## config.mk

```make
export PLATFORM = sky130hd
export DESIGN_NAME = dds_sweep_ctrl
export DESIGN_NICKNAME = d
export VERILOG_FILES = /design/src/rtl/dds_ctrl_pkg.sv /design/src/rtl/dds_step_alu.sv /design/src/rtl/dds_sweep_ctrl.sv
export SDC_FILE = /design/constraint.sdc
export NUM_CORES = 1
export LEC_CHECK = 0
export ABC_AREA = 1
export ABC_CLOCK_PERIOD_IN_PS = 3950
export CAP_MARGIN = 20
export CELL_PAD_IN_SITES_DETAIL_PLACEMENT = 1
export CELL_PAD_IN_SITES_GLOBAL_PLACEMENT = 1
export CORE_MARGIN = 10
export CORE_UTILIZATION = 41
export CTS_CLUSTER_SIZE = 14
export DETAILED_ROUTE_END_ITERATION = 8
export GPL_ROUTABILITY_DRIVEN = 1
export PLACE_DENSITY = 0.89
export SYNTH_ARGS = -nofsm -noshare
export SYNTH_HDL_FRONTEND = slang
export SYNTH_HIERARCHICAL = 1
export SYNTH_SLANG_ARGS = --single-unit
```

## constraint.sdc

```tcl
create_clock -name clk -period 3.95 [get_ports clk]
set_input_delay 0.5925 -clock clk [delete_from_list [all_inputs] [get_ports clk]]
set_output_delay 0.5925 -clock clk [all_outputs]
set_load 0.1 [all_outputs]
```

## src/rtl/dds_ctrl_pkg.sv

```systemverilog
// Shared definitions for the DDS sweep controller.
//   - Sweep mode encodings (value of the mode input).
//   - Controller FSM state encodings.
//   - Default widths: frequency word N and dwell counter DW.
package dds_ctrl_pkg;

  localparam int unsigned N_DEF  = 24;
  localparam int unsigned DW_DEF = 16;

  typedef enum logic [1:0] {
    MODE_UP  = 2'b00,
    MODE_DN  = 2'b01,
    MODE_TRI = 2'b10,
    MODE_SAW = 2'b11
  } mode_e;

  typedef enum logic [1:0] {
    S_IDLE   = 2'b00,
    S_RUN    = 2'b01,
    S_FINISH = 2'b10
  } state_e;

endpackage

```

## src/rtl/dds_step_alu.sv

```systemverilog
// Clamped frequency-word step, purely combinational.
//   i_cur, i_step, i_lo, i_hi : current word, increment, sweep bounds
//   i_dir                      : 1 = step up towards i_hi, 0 = step down towards i_lo
//   o_next                     : next word, clamped into [i_lo, i_hi]
//   o_at_limit                 : i_cur already sits on the bound in direction i_dir
module dds_step_alu #(
  parameter int unsigned N = 24
) (
  input  logic [N-1:0] i_cur,
  input  logic [N-1:0] i_step,
  input  logic [N-1:0] i_lo,
  input  logic [N-1:0] i_hi,
  input  logic         i_dir,
  output logic [N-1:0] o_next,
  output logic         o_at_limit
);

  // One extra bit so neither the sum nor the floor compare can wrap.
  logic [N:0] w_sum;
  logic [N:0] w_floor;

  assign w_sum   = {1'b0, i_cur} + {1'b0, i_step};
  assign w_floor = {1'b0, i_lo} + {1'b0, i_step};

  always_comb begin
    o_next     = i_cur;
    o_at_limit = 1'b0;
    if (i_dir) begin
      o_next     = (w_sum > {1'b0, i_hi}) ? i_hi : w_sum[N-1:0];
      o_at_limit = (i_cur >= i_hi);
    end else begin
      o_next     = ({1'b0, i_cur} < w_floor) ? i_lo : (i_cur - i_step);
      o_at_limit = (i_cur <= i_lo);
    end
  end

endmodule

```

## src/rtl/dds_sweep_ctrl.sv

```systemverilog
// Stepped frequency-sweep sequencer feeding the DDS frequency word.
//   clk, rst_n          : clock, asynchronous active-low reset
//   start, abort        : begin a sweep (IDLE only) / stop a running sweep
//   mode                : 00 up, 01 down, 10 triangle, 11 sawtooth
//   fw_lo, fw_hi        : sweep bounds; fw_step increment; dwell cycles per word (0 = 1)
//   freq_word           : current word to the DDS
//   busy, done          : sweeping / single sweep finished pulse
//   step_stb, err       : first cycle of a new word / rejected start pulse
module dds_sweep_ctrl
  import dds_ctrl_pkg::*;
#(
  parameter int unsigned N  = N_DEF,
  parameter int unsigned DW = DW_DEF
) (
  input  logic          clk,
  input  logic          rst_n,
  input  logic          start,
  input  logic          abort,
  input  logic [1:0]    mode,
  input  logic [N-1:0]  fw_lo,
  input  logic [N-1:0]  fw_hi,
  input  logic [N-1:0]  fw_step,
  input  logic [DW-1:0] dwell,
  output logic [N-1:0]  freq_word,
  output logic          busy,
  output logic          done,
  output logic          step_stb,
  output logic          err
);

  state_e        r_state, w_state_nxt;
  mode_e         r_mode, w_mode_nxt;
  logic [N-1:0]  r_lo, w_lo_nxt, r_hi, w_hi_nxt, r_step, w_step_nxt;
  logic [N-1:0]  r_freq, w_freq_nxt;
  logic [DW-1:0] r_dwell, w_dwell_nxt, r_cnt, w_cnt_nxt, w_dwell_eff;
  logic          r_dir, w_dir_nxt, r_stb, w_stb_nxt, r_err, w_err_nxt;

  logic [N-1:0]  w_fwd_next, w_rev_next, w_take_word;
  logic          w_fwd_lim, w_rev_lim, w_take, w_flip;

  assign w_dwell_eff = (dwell == '0) ? DW'(1) : dwell;

  // Forward step follows the current direction; the reverse instance supplies the
  // first word after a triangle turnaround. Both limits set means lo == hi.
  dds_step_alu #(.N(N)) u_alu_fwd (
    .i_cur      (r_freq),
    .i_step     (r_step),
    .i_lo       (r_lo),
    .i_hi       (r_hi),
    .i_dir      (r_dir),
    .o_next     (w_fwd_next),
    .o_at_limit (w_fwd_lim)
  );

  dds_step_alu #(.N(N)) u_alu_rev (
    .i_cur      (r_freq),
    .i_step     (r_step),
    .i_lo       (r_lo),
    .i_hi       (r_hi),
    .i_dir      (~r_dir),
    .o_next     (w_rev_next),
    .o_at_limit (w_rev_lim)
  );

  always_ff @(posedge clk or negedge rst_n) begin
    if (!rst_n) begin
      r_state <= S_IDLE;
      r_mode  <= MODE_UP;
      r_lo    <= '0;
      r_hi    <= '0;
      r_step  <= '0;
      r_freq  <= '0;
      r_dwell <= '0;
      r_cnt   <= '0;
      r_dir   <= 1'b1;
      r_stb   <= 1'b0;
      r_err   <= 1'b0;
    end else begin
      r_state <= w_state_nxt;
      r_mode  <= w_mode_nxt;
      r_lo    <= w_lo_nxt;
      r_hi    <= w_hi_nxt;
      r_step  <= w_step_nxt;
      r_freq  <= w_freq_nxt;
      r_dwell <= w_dwell_nxt;
      r_cnt   <= w_cnt_nxt;
      r_dir   <= w_dir_nxt;
      r_stb   <= w_stb_nxt;
      r_err   <= w_err_nxt;
    end
  end

  always_comb begin
    w_state_nxt = r_state;
    w_mode_nxt  = r_mode;
    w_lo_nxt    = r_lo;
    w_hi_nxt    = r_hi;
    w_step_nxt  = r_step;
    w_freq_nxt  = r_freq;
    w_dwell_nxt = r_dwell;
    w_cnt_nxt   = r_cnt;
    w_dir_nxt   = r_dir;
    w_stb_nxt   = 1'b0;
    w_err_nxt   = 1'b0;
    w_take      = 1'b0;
    w_take_word = w_fwd_next;
    w_flip      = 1'b0;

    unique case (r_state)
      S_IDLE: begin
        if (start && !abort) begin
          if ((fw_step == '0) || (fw_lo > fw_hi)) begin
            w_err_nxt = 1'b1;
          end else begin
            w_mode_nxt  = mode_e'(mode);
            w_lo_nxt    = fw_lo;
            w_hi_nxt    = fw_hi;
            w_step_nxt  = fw_step;
            w_dwell_nxt = w_dwell_eff;
            w_cnt_nxt   = w_dwell_eff - DW'(1);
            w_dir_nxt   = (mode != MODE_DN);
            w_freq_nxt  = (mode == MODE_DN) ? fw_hi : fw_lo;
            w_stb_nxt   = 1'b1;
            w_state_nxt = S_RUN;
          end
        end
      end
      S_RUN: begin
        if (abort) begin
          w_state_nxt = S_IDLE;
        end else if (r_cnt != '0) begin
          w_cnt_nxt = r_cnt - DW'(1);
        end else begin
          unique case (r_mode)
            MODE_UP, MODE_DN: begin
              if (w_fwd_lim) w_state_nxt = S_FINISH;
              else           w_take      = 1'b1;
            end
            MODE_TRI: begin
              // lo == hi: hold the single word without further strobes.
              if (!(w_fwd_lim && w_rev_lim)) begin
                w_take = 1'b1;
                if (w_fwd_lim) begin
                  w_flip      = 1'b1;
                  w_take_word = w_rev_next;
                end
              end
            end
            MODE_SAW: begin
              if (!(w_fwd_lim && w_rev_lim)) begin
                w_take = 1'b1;
                if (w_fwd_lim) w_take_word = r_lo;
              end
            end
            default: ;
          endcase
        end
      end
      S_FINISH: w_state_nxt = S_IDLE;
      default:  w_state_nxt = S_IDLE;
    endcase

    if (w_take) begin
      w_freq_nxt = w_take_word;
      w_stb_nxt  = 1'b1;
      w_cnt_nxt  = r_dwell - DW'(1);
    end
    if (w_flip) w_dir_nxt = ~r_dir;
  end

  assign freq_word = r_freq;
  assign busy      = (r_state == S_RUN);
  assign done      = (r_state == S_FINISH);
  assign step_stb  = r_stb;
  assign err       = r_err;

endmodule

```

==> results of run 1 <==
==> per-stage QoR <==
stage | instances | area, um2 | util | hold WS, ns
3_5_place_dp | 5000 | 30100 | 0.535 | 0.484
2_1_floorplan | 3593 | 23500 | - | 0.297
4_1_cts | 5090 | 32200 | 0.572 | 0.167
3_3_place_gp | 5000 | 30100 | 0.535 | 0.463
==> layer usage <==
layer,overflow,GRT usage
met1,0,0.661
met2,99,0.826
met3,3,0.552
met4,61,0.666
met5,0,0.216
==> logic make-up after synthesis <==
family	count (synthesis)	share of synthesized area
adders and majority gates	363	0.197
DFF	135	0.145
buffers and inverters	626	0.112
and+or+nand+nor	1782	0.361
xor gates and xnor gates	114	0.0432
muxes	8	0.00344
AOI/OAI and AO/OA	565	0.137
==> cells in the mapped netlist, types with 8 or more instances <==
master,instances,area share
nand3_2,44,0.019
inv_2,43,0.0069
nand3b_1,15,0.0048
a31oi_1,19,0.0051
ha_1,357,0.19
nor3_1,33,0.0071
a21o_1,13,0.0042
a211oi_1,14,0.0045
nor2_4,14,0.0068
nor2_1,230,0.037
o21bai_1,25,0.0081
xnor2_1,27,0.010
inv_1,474,0.076
nand2_2,38,0.010
xor2_1,86,0.032
nor4_1,9,0.0024
a21boi_0,10,0.0032
buf_4,9,0.0029
nor2_2,14,0.0038
o211ai_1,23,0.0074
nand3_1,294,0.063
buf_2,63,0.014
mux2i_1,8,0.0034
a21oi_1,256,0.055
nand2_1,966,0.16
dfrtp_1,134,0.14
o21ai_1,16,0.0034
nand4_1,51,0.014
nand2_4,50,0.024
clkbuf_1,20,0.0032
o21ai_0,160,0.034
o21a_1,12,0.0039
==> repair_timing <==
item,4_1_cts
pin swaps,87
hold buffers,0
gates resized for setup,218
endpoints found under the setup margin,39
gates cloned,5
hold endpoints to repair,0
setup buffers,55
==> reports/qor.csv, run 1 <==
stage,metric,value,unit
logic_synthesis,Synth Net Count,4050,
global_routing,leftover overflow at the end of global routing,163,
run_status,Run Error,[ERROR GRT-0232] Routing congestion too high. Check the congestion heatmap in the GUI.,
logic_synthesis,average instance area after synthesis,6.47,um2
logic_synthesis,primary flip-flop cell chosen by synthesis mapping,dfrtp_1,
logic_synthesis,flip-flop and latch count after synthesis,135,
die,overall die width,258,um
placement,half-perimeter wire length after detailed placement,117,mm
logic_synthesis,sequential element share of the synthesized area,0.145,
die,Die Span Y,258,um
run_status,outcome,aborted with a tool error,
clock_tree,clock root buffer,clkbuf_16,
clock_tree,clock buffer depth,2,
die,ports placed on the boundary,122,
logic_synthesis,post-synthesis cell count,3593,
logic_synthesis,total standard cell area after synthesis,23300,um2
clock_tree,clock buffer count from CTS,17,
clock_tree,number of H-tree branching levels,4,
global_routing,global router's overall resource usage,0.672,
logic_synthesis,"FFs w/ async S/R, synth",1.00,
die,Cell Rows,87,
die,effective utilization at floorplan,0.413,
clock_tree,Clock Sink Count,135,
placement,Setup WS pre-CTS,-0.823,ns
logic_synthesis,Post-synth EDFFs,0,
placement,last weighted congestion value of the routability-driven placer,1.08,
placement,number of buffers added on ports,121,
global_routing,pin count of the biggest net entering global routing,72,
logic_synthesis,Synthesis Warnings,6,
logic_synthesis,Cell variety after synth,60,
run_status,stage where the flow stopped,5_1_grt,
==> run 2, diff against run 1 <==
--- a/config.mk
+++ b/config.mk
@@ -6,16 +6,13 @@
 export NUM_CORES = 1
 export LEC_CHECK = 0
 export ABC_AREA = 1
-export ABC_CLOCK_PERIOD_IN_PS = 3950
+export ABC_CLOCK_PERIOD_IN_PS = 5100
 export CAP_MARGIN = 20
-export CELL_PAD_IN_SITES_DETAIL_PLACEMENT = 1
-export CELL_PAD_IN_SITES_GLOBAL_PLACEMENT = 1
 export CORE_MARGIN = 10
-export CORE_UTILIZATION = 41
-export CTS_CLUSTER_SIZE = 14
+export CORE_UTILIZATION = 40
 export DETAILED_ROUTE_END_ITERATION = 8
 export GPL_ROUTABILITY_DRIVEN = 1
-export PLACE_DENSITY = 0.89
+export PLACE_DENSITY_LB_ADDON = 0.15
 export SYNTH_ARGS = -nofsm -noshare
 export SYNTH_HDL_FRONTEND = slang
 export SYNTH_HIERARCHICAL = 1
==> constraint.sdc (replaced) <==
create_clock -name clk -period 5.1 [get_ports clk]
set_input_delay 0.765 -clock clk [delete_from_list [all_inputs] [get_ports clk]]
set_output_delay 0.765 -clock clk [all_outputs]
set_load 0.1 [all_outputs]
==> reports/qor.csv, run 2 <==
stage,metric,value,unit
die,ports placed on the boundary,122,
routing,routed via count divided by cell count,5.59,
run,Max Cap Viol,0,
routing,Detailed Route WL,112,mm
clock_tree,clock edge transition at the registers on the reported setup and hold paths,0.07,ns
routing,DRC,0,
placement,Inst Count DP,4526,
worst_setup_path,category of the critical setup timing path,reg -> reg,
logic_synthesis,Post-Synth Simple-Gate Area,0.361,
die,Die Span Y,261,um
worst_setup_path,largest fanout on the critical path,11,
die,overall die width,261,um
layout,final design utilization,0.463,
timing,Final Max Slew Viols,0,
layout,share of cells above drive strength 1,0.114,
logic_synthesis,primary flip-flop cell chosen by synthesis mapping,dfrtp_1,
global_routing,initial antenna violation count,3,
placement,Setup WS pre-CTS,0.179,ns
clock_tree,TritonCTS clock tree,yes,
logic_synthesis,Synth Area in Adders,0.197,
routing,vias after detailed routing,25491,
timing,RSZ-0062 raised after global routing,no,
worst_setup_path,highest-delay cell along the critical path,dfrtp_1,
routing,number of optimization iterations in the first detailed-route pass,6,
layout,most frequent cells in the layout,"nand2_1, inv_1, ha_1",
routing,residual antenna-violating net count after detailed routing,0,
logic_synthesis,most frequent cell after synthesis,nand2_1,
logic_synthesis,post-synthesis cell type with the largest combined area,ha_1,
worst_setup_path,worst reg2reg startpoint,r_step[13]$_DFFE_PN0P_,
die,effective utilization at floorplan,0.404,
power_and_ir_drop,Tot Pwr,17.4,mW
layout,ant diodes,0,
logic_synthesis,mux share of post-synthesis cell area,0.00344,
power_and_ir_drop,P_leak,14.4,nW
die,total die area,68200,um2
timing,total of endpoints with negative setup slack in the final report,0,
worst_setup_path,"setup slack, reg-to-reg",0.18,ns
hold_path,type of the worst min-delay path,in -> async,
placement,last weighted congestion value of the routability-driven placer,1.05,
logic_synthesis,Cell variety after synth,60,
run_status,outcome,"finished, final reports clean",
global_routing,global router's overall resource usage,0.320,
placement,number of buffers added on ports,121,
worst_setup_path,worst reg-to-reg path cell count,27,
worst_setup_path,worst path bufs/invs,5,
logic_synthesis,Post-synth EDFFs,0,
logic_synthesis,Synthesis Warnings,6,
worst_setup_path,startpoint kind of the worst setup timing path,register,
logic_synthesis,total standard cell area after synthesis,23300,um2
logic_synthesis,post-synthesis cell count,3593,
worst_setup_path,worst stage delay on the critical path,0.59,ns
global_routing,leftover overflow at the end of global routing,0,
clock_tree,clock root buffer,clkbuf_16,
logic_synthesis,sequential element share of the synthesized area,0.145,
clock_tree,number of H-tree branching levels,4,
logic_synthesis,Synth top area share,0.192,
worst_setup_path,arrival time of data at the critical path endpoint,5.26,ns
global_routing,pin count of the biggest net entering global routing,100,
clock_tree,Clock Sink Count,135,
power_and_ir_drop,PD cells,654,nW/um2
worst_setup_path,Critical Path Sink Type,register,
layout,layout overhead on the synthesized area,14.6,%
logic_synthesis,Post-Synth XOR/XNOR Area,0.0432,
timing,Least-Margin Pin Slew,1.06,ns
die,Cell Rows,88,
timing,total negative setup slack,0,ns
logic_synthesis,Area contributors post-synth,"ha_1, nand2_1, dfrtp_1",
timing,clock skew,0.0118,ns
global_routing,vias in the first global route,23916,
logic_synthesis,post-synthesis compound-gate area fraction,0.137,
timing,Period minus WS final,4.92,ns
timing,tightest slew margin relative to the limit,0.290,
layout,final cell count without fillers,4564,
global_routing,first-pass GRT wire length,161,mm
logic_synthesis,largest family of logic cells by synthesized area,simple AND/OR/NAND/NOR gates,
routing,routed length per placed instance,24.5,um
layout,"most common cell after layout, fill and taps aside",nand2_1,
logic_synthesis,Synth Net Count,4050,
die,Core Area,57600,um2
worst_setup_path,kind of cell with the highest combined delay on the critical path,simple AND/OR/NAND/NOR gates,
clock_tree,clock buffer count from CTS,17,
clock_tree,clock latency on the worst-skew pair,0.47,ns
worst_setup_path,most frequent cell on the critical path,nand2_1,
clock_tree,clock buffer depth,2,
logic_synthesis,Synth top cells by count,"nand2_1, inv_1, ha_1, nand3_1, a21oi_1",
power_and_ir_drop,worst voltage drop across the vdd grid,456,uV
logic_synthesis,flip-flop and latch count after synthesis,135,
placement,half-perimeter wire length after detailed placement,93.4,mm
worst_setup_path,WP data required,5.44,ns
timing,share of the cycle needed by the critical path after routing,0.965,
timing,Final Hold Fails,0,
logic_synthesis,average instance area after synthesis,6.47,um2
logic_synthesis,"FFs w/ async S/R, synth",1.00,
layout,# nets final,4243,
timing,FMAX,203,MHz
timing,setup slack of the critical path after layout,0.180,ns
routing,violation count after the first detailed-route iteration,2798,
worst_setup_path,worst r2r dst,freq_word[5]$_DFFE_PN0P_,
[run 2: cell counts after synthesis]
Identical to the previous run, type by type.
[run 2: where the power goes]
| part | leakage (nW) | switching, mW | total (mW) | internal, mW |
|---|---|---|---|---|
| sequential | 1.68 | 0.609 | 1.96 | 1.35 |
| combinational | 12.4 | 9.52 | 14.2 | 4.71 |
| clock | 0.272 | 0.551 | 1.24 | 0.689 |
[run 2: area by class of cell]
cell class                 instances  area (um2)
inverter                         520        1950
multi-input combinational       2832       17300
sequential                       135        3390
clock inverter                    12         116
timing repair buffer             280        2500
clock buffer                      20         447
fill                            6256       30900
tap                              765         957
[run 2: cell families (layout without fill, tap and decap cells)]
kind of cell	Yosys count	count (layout)
buffers and inverters	626	832
and+or+nand+nor	1782	1782
DFF	135	135
muxes	8	8
xor gates and xnor gates	114	114
AOI/OAI and AO/OA	565	565
adders and majority gates	363	363
[run 2: worst max path at each step]
stage | start | endpoint | slack (ns) | cells after the start
floorplan | freq_word[1]$_DFFE_PN0P_ | freq_word[13]$_DFFE_PN0P_ | 0.15 | 30
global placement | r_step[0]$_DFFE_PN0P_ | freq_word[19]$_DFFE_PN0P_ | 0.16 | 25
detailed placement | r_step[0]$_DFFE_PN0P_ | freq_word[19]$_DFFE_PN0P_ | 0.18 | 25
CTS | r_step[0]$_DFFE_PN0P_ | freq_word[19]$_DFFE_PN0P_ | 0.15 | 25
global route | r_step[0]$_DFFE_PN0P_ | freq_word[10]$_DFFE_PN0P_ | 0.00007 | 31
finish | r_step[13]$_DFFE_PN0P_ | freq_word[5]$_DFFE_PN0P_ | 0.18 | 27
[run 2: metrics by stage]
step	cell area, um2	hold WS, ns
after floorplan	23300	0.450
after global placement	26000	0.463
after detailed placement	26000	0.467
after CTS	26600	0.476
after global routing	26700	0.484
final	26700	0.414
[run 2: repair_timing]
item | 4_1_cts | 5_1_grt
resized for setup | 0 | 13
buffers inserted | 0 | 5
endpoints found under the setup margin | 0 | 24
hold buffers | 0 | 0
[run 2: per-layer routing]
layer	GRT usage	wire, um	vias to the layer above
li1	-	-	12137
met1	0.426	47900	11872
met2	0.488	47700	1240
met3	0.0598	9840	238
met4	0.164	6170	4
met5	0	22	-
Note: power is estimated with default switching activity, not from simulation.
==> run 3, diff against run 2 <==
--- a/config.mk
+++ b/config.mk
@@ -13,6 +13,7 @@
 export DETAILED_ROUTE_END_ITERATION = 8
 export GPL_ROUTABILITY_DRIVEN = 1
 export PLACE_DENSITY_LB_ADDON = 0.15
+export SLEW_MARGIN = 20
 export SYNTH_ARGS = -nofsm -noshare
 export SYNTH_HDL_FRONTEND = slang
 export SYNTH_HIERARCHICAL = 1
==> reports/qor.csv, run 3 (synthesis gave the netlist of run 2 again) <==
stage,metric,value,unit
global_routing,global router's overall resource usage,0.320,
global_routing,vias in the first global route,23916,
timing,Final Max Slew Viols,0,
worst_setup_path,worst path bufs/invs,5,
timing,tightest slew margin relative to the limit,0.307,
power_and_ir_drop,P_leak,14.4,nW
routing,residual antenna-violating net count after detailed routing,0,
worst_setup_path,worst reg-to-reg path cell count,27,
worst_setup_path,Critical Path Sink Type,register,
layout,share of cells above drive strength 1,0.114,
clock_tree,clock buffer depth,2,
global_routing,pin count of the biggest net entering global routing,100,
timing,share of the cycle needed by the critical path after routing,0.962,
layout,layout overhead on the synthesized area,14.6,%
die,Die Span Y,261,um
layout,"most common cell after layout, fill and taps aside",nand2_1,
layout,ant diodes,0,
timing,Final Hold Fails,0,
die,total die area,68200,um2
worst_setup_path,worst r2r dst,freq_word[5]$_DFFE_PN0P_,
global_routing,initial antenna violation count,3,
placement,Inst Count DP,4526,
die,Core Area,57600,um2
worst_setup_path,worst stage delay on the critical path,0.61,ns
routing,violation count after the first detailed-route iteration,2829,
clock_tree,clock edge transition at the registers on the reported setup and hold paths,0.07,ns
timing,Period minus WS final,4.91,ns
clock_tree,hold_buf cts,0,
clock_tree,number of H-tree branching levels,4,
worst_setup_path,"setup slack, reg-to-reg",0.19,ns
clock_tree,clock root buffer,clkbuf_16,
global_routing,first-pass GRT wire length,161,mm
routing,number of optimization iterations in the first detailed-route pass,8,
worst_setup_path,kind of cell with the highest combined delay on the critical path,simple AND/OR/NAND/NOR gates,
power_and_ir_drop,PD cells,653,nW/um2
worst_setup_path,launching instance or port of the critical path,r_step[13]$_DFFE_PN0P_,
worst_setup_path,highest-delay cell along the critical path,dfrtp_1,
worst_setup_path,largest fanout on the critical path,11,
die,ports placed on the boundary,122,
worst_setup_path,arrival time of data at the critical path endpoint,5.25,ns
clock_tree,clock buffer count from CTS,17,
placement,number of buffers added on ports,121,
clock_tree,Clock Sink Count,135,
routing,routed via count divided by cell count,5.60,
power_and_ir_drop,worst voltage drop across the vdd grid,453,uV
routing,vias after detailed routing,25549,
layout,final cell count without fillers,4564,
timing,Least-Margin Pin Slew,1.04,ns
timing,total negative setup slack,0,ns
routing,routed length per placed instance,24.5,um
placement,half-perimeter wire length after detailed placement,93.4,mm
clock_tree,TritonCTS clock tree,yes,
layout,most frequent cells in the layout,"nand2_1, inv_1, ha_1",
die,Cell Rows,88,
routing,Detailed Route WL,112,mm
worst_setup_path,startpoint kind of the worst setup timing path,register,
hold_path,type of the worst min-delay path,in -> async,
layout,# nets final,4243,
die,effective utilization at floorplan,0.404,
timing,clock skew,0.0125,ns
timing,total of endpoints with negative setup slack in the final report,0,
worst_setup_path,WP data required,5.44,ns
worst_setup_path,worst reg2reg startpoint,r_step[13]$_DFFE_PN0P_,
worst_setup_path,category of the critical setup timing path,reg -> reg,
die,overall die width,261,um
run,Max Cap Viol,0,
run_status,outcome,"finished, final reports clean",
clock_tree,clock latency on the worst-skew pair,0.47,ns
layout,number of fill cells in the layout,6258,
timing,FMAX,204,MHz
worst_setup_path,most frequent cell on the critical path,nand2_1,
global_routing,leftover overflow at the end of global routing,0,
routing,DRC,0,
placement,last weighted congestion value of the routability-driven placer,1.05,
## run 3: layout make-up
class / instances / area (um2) / share of cell area
Inverter: 520 / 1950 / 0.0732
Sequential cell: 135 / 3390 / 0.127
Tap cell: 765 / 957 / 0.0359
Clock inverter: 12 / 116 / 0.00436
Clock buffer: 20 / 447 / 0.0168
Timing Repair Buffer: 280 / 2500 / 0.0940
Multi-Input combinational cell: 2832 / 17300 / 0.649
## run 3: through the flow
stage / power [mW] / util / hold WS [ns] / instance area (um2) / worst slack (ns)
6_report: 17.4 / 0.463 / 0.183 / 26700 / 0.192
5_1_grt: 18.6 / 0.463 / 0.201 / 26700 / -0.000119
4_1_cts: 17.0 / 0.461 / 0.476 / 26600 / 0.151
3_5_place_dp: 15.7 / 0.452 / 0.467 / 26000 / 0.179
3_3_place_gp: 15.8 / 0.452 / 0.463 / 26000 / 0.156
2_1_floorplan: 11.1 / - / 0.450 / 23300 / 0.150
## run 3: how the worst max path moves through the flow
stage | depth (start not counted) | end | slack [ns]
2_1_floorplan | 30 | freq_word[13]$_DFFE_PN0P_ | 0.15
5_1_grt | 31 | freq_word[10]$_DFFE_PN0P_ | -0.0001
3_3_place_gp | 25 | freq_word[19]$_DFFE_PN0P_ | 0.16
4_1_cts | 25 | freq_word[19]$_DFFE_PN0P_ | 0.15
3_5_place_dp | 25 | freq_word[19]$_DFFE_PN0P_ | 0.18
6_report | 27 | freq_word[5]$_DFFE_PN0P_ | 0.19
## run 3: per-layer routing
| metal | routed length (um) | track usage | part of all wire |
|---|---|---|---|
| met1 | 47900 | 0.426 | 0.43 |
| met2 | 47900 | 0.488 | 0.43 |
| met3 | 9660 | 0.0598 | 0.086 |
| met4 | 6110 | 0.164 | 0.055 |
| met5 | 19 | 0 | 0.00017 |
## run 3: what timing repair did
item,CTS,global route
setup buffers,0,5
resized for setup,0,13
endpoints found under the setup margin,0,24
## run 3: power by group
part           switching, mW  internal (mW)
sequential             0.606           1.35
clock                  0.554          0.690
combinational           9.50           4.71
total                   10.7           6.75
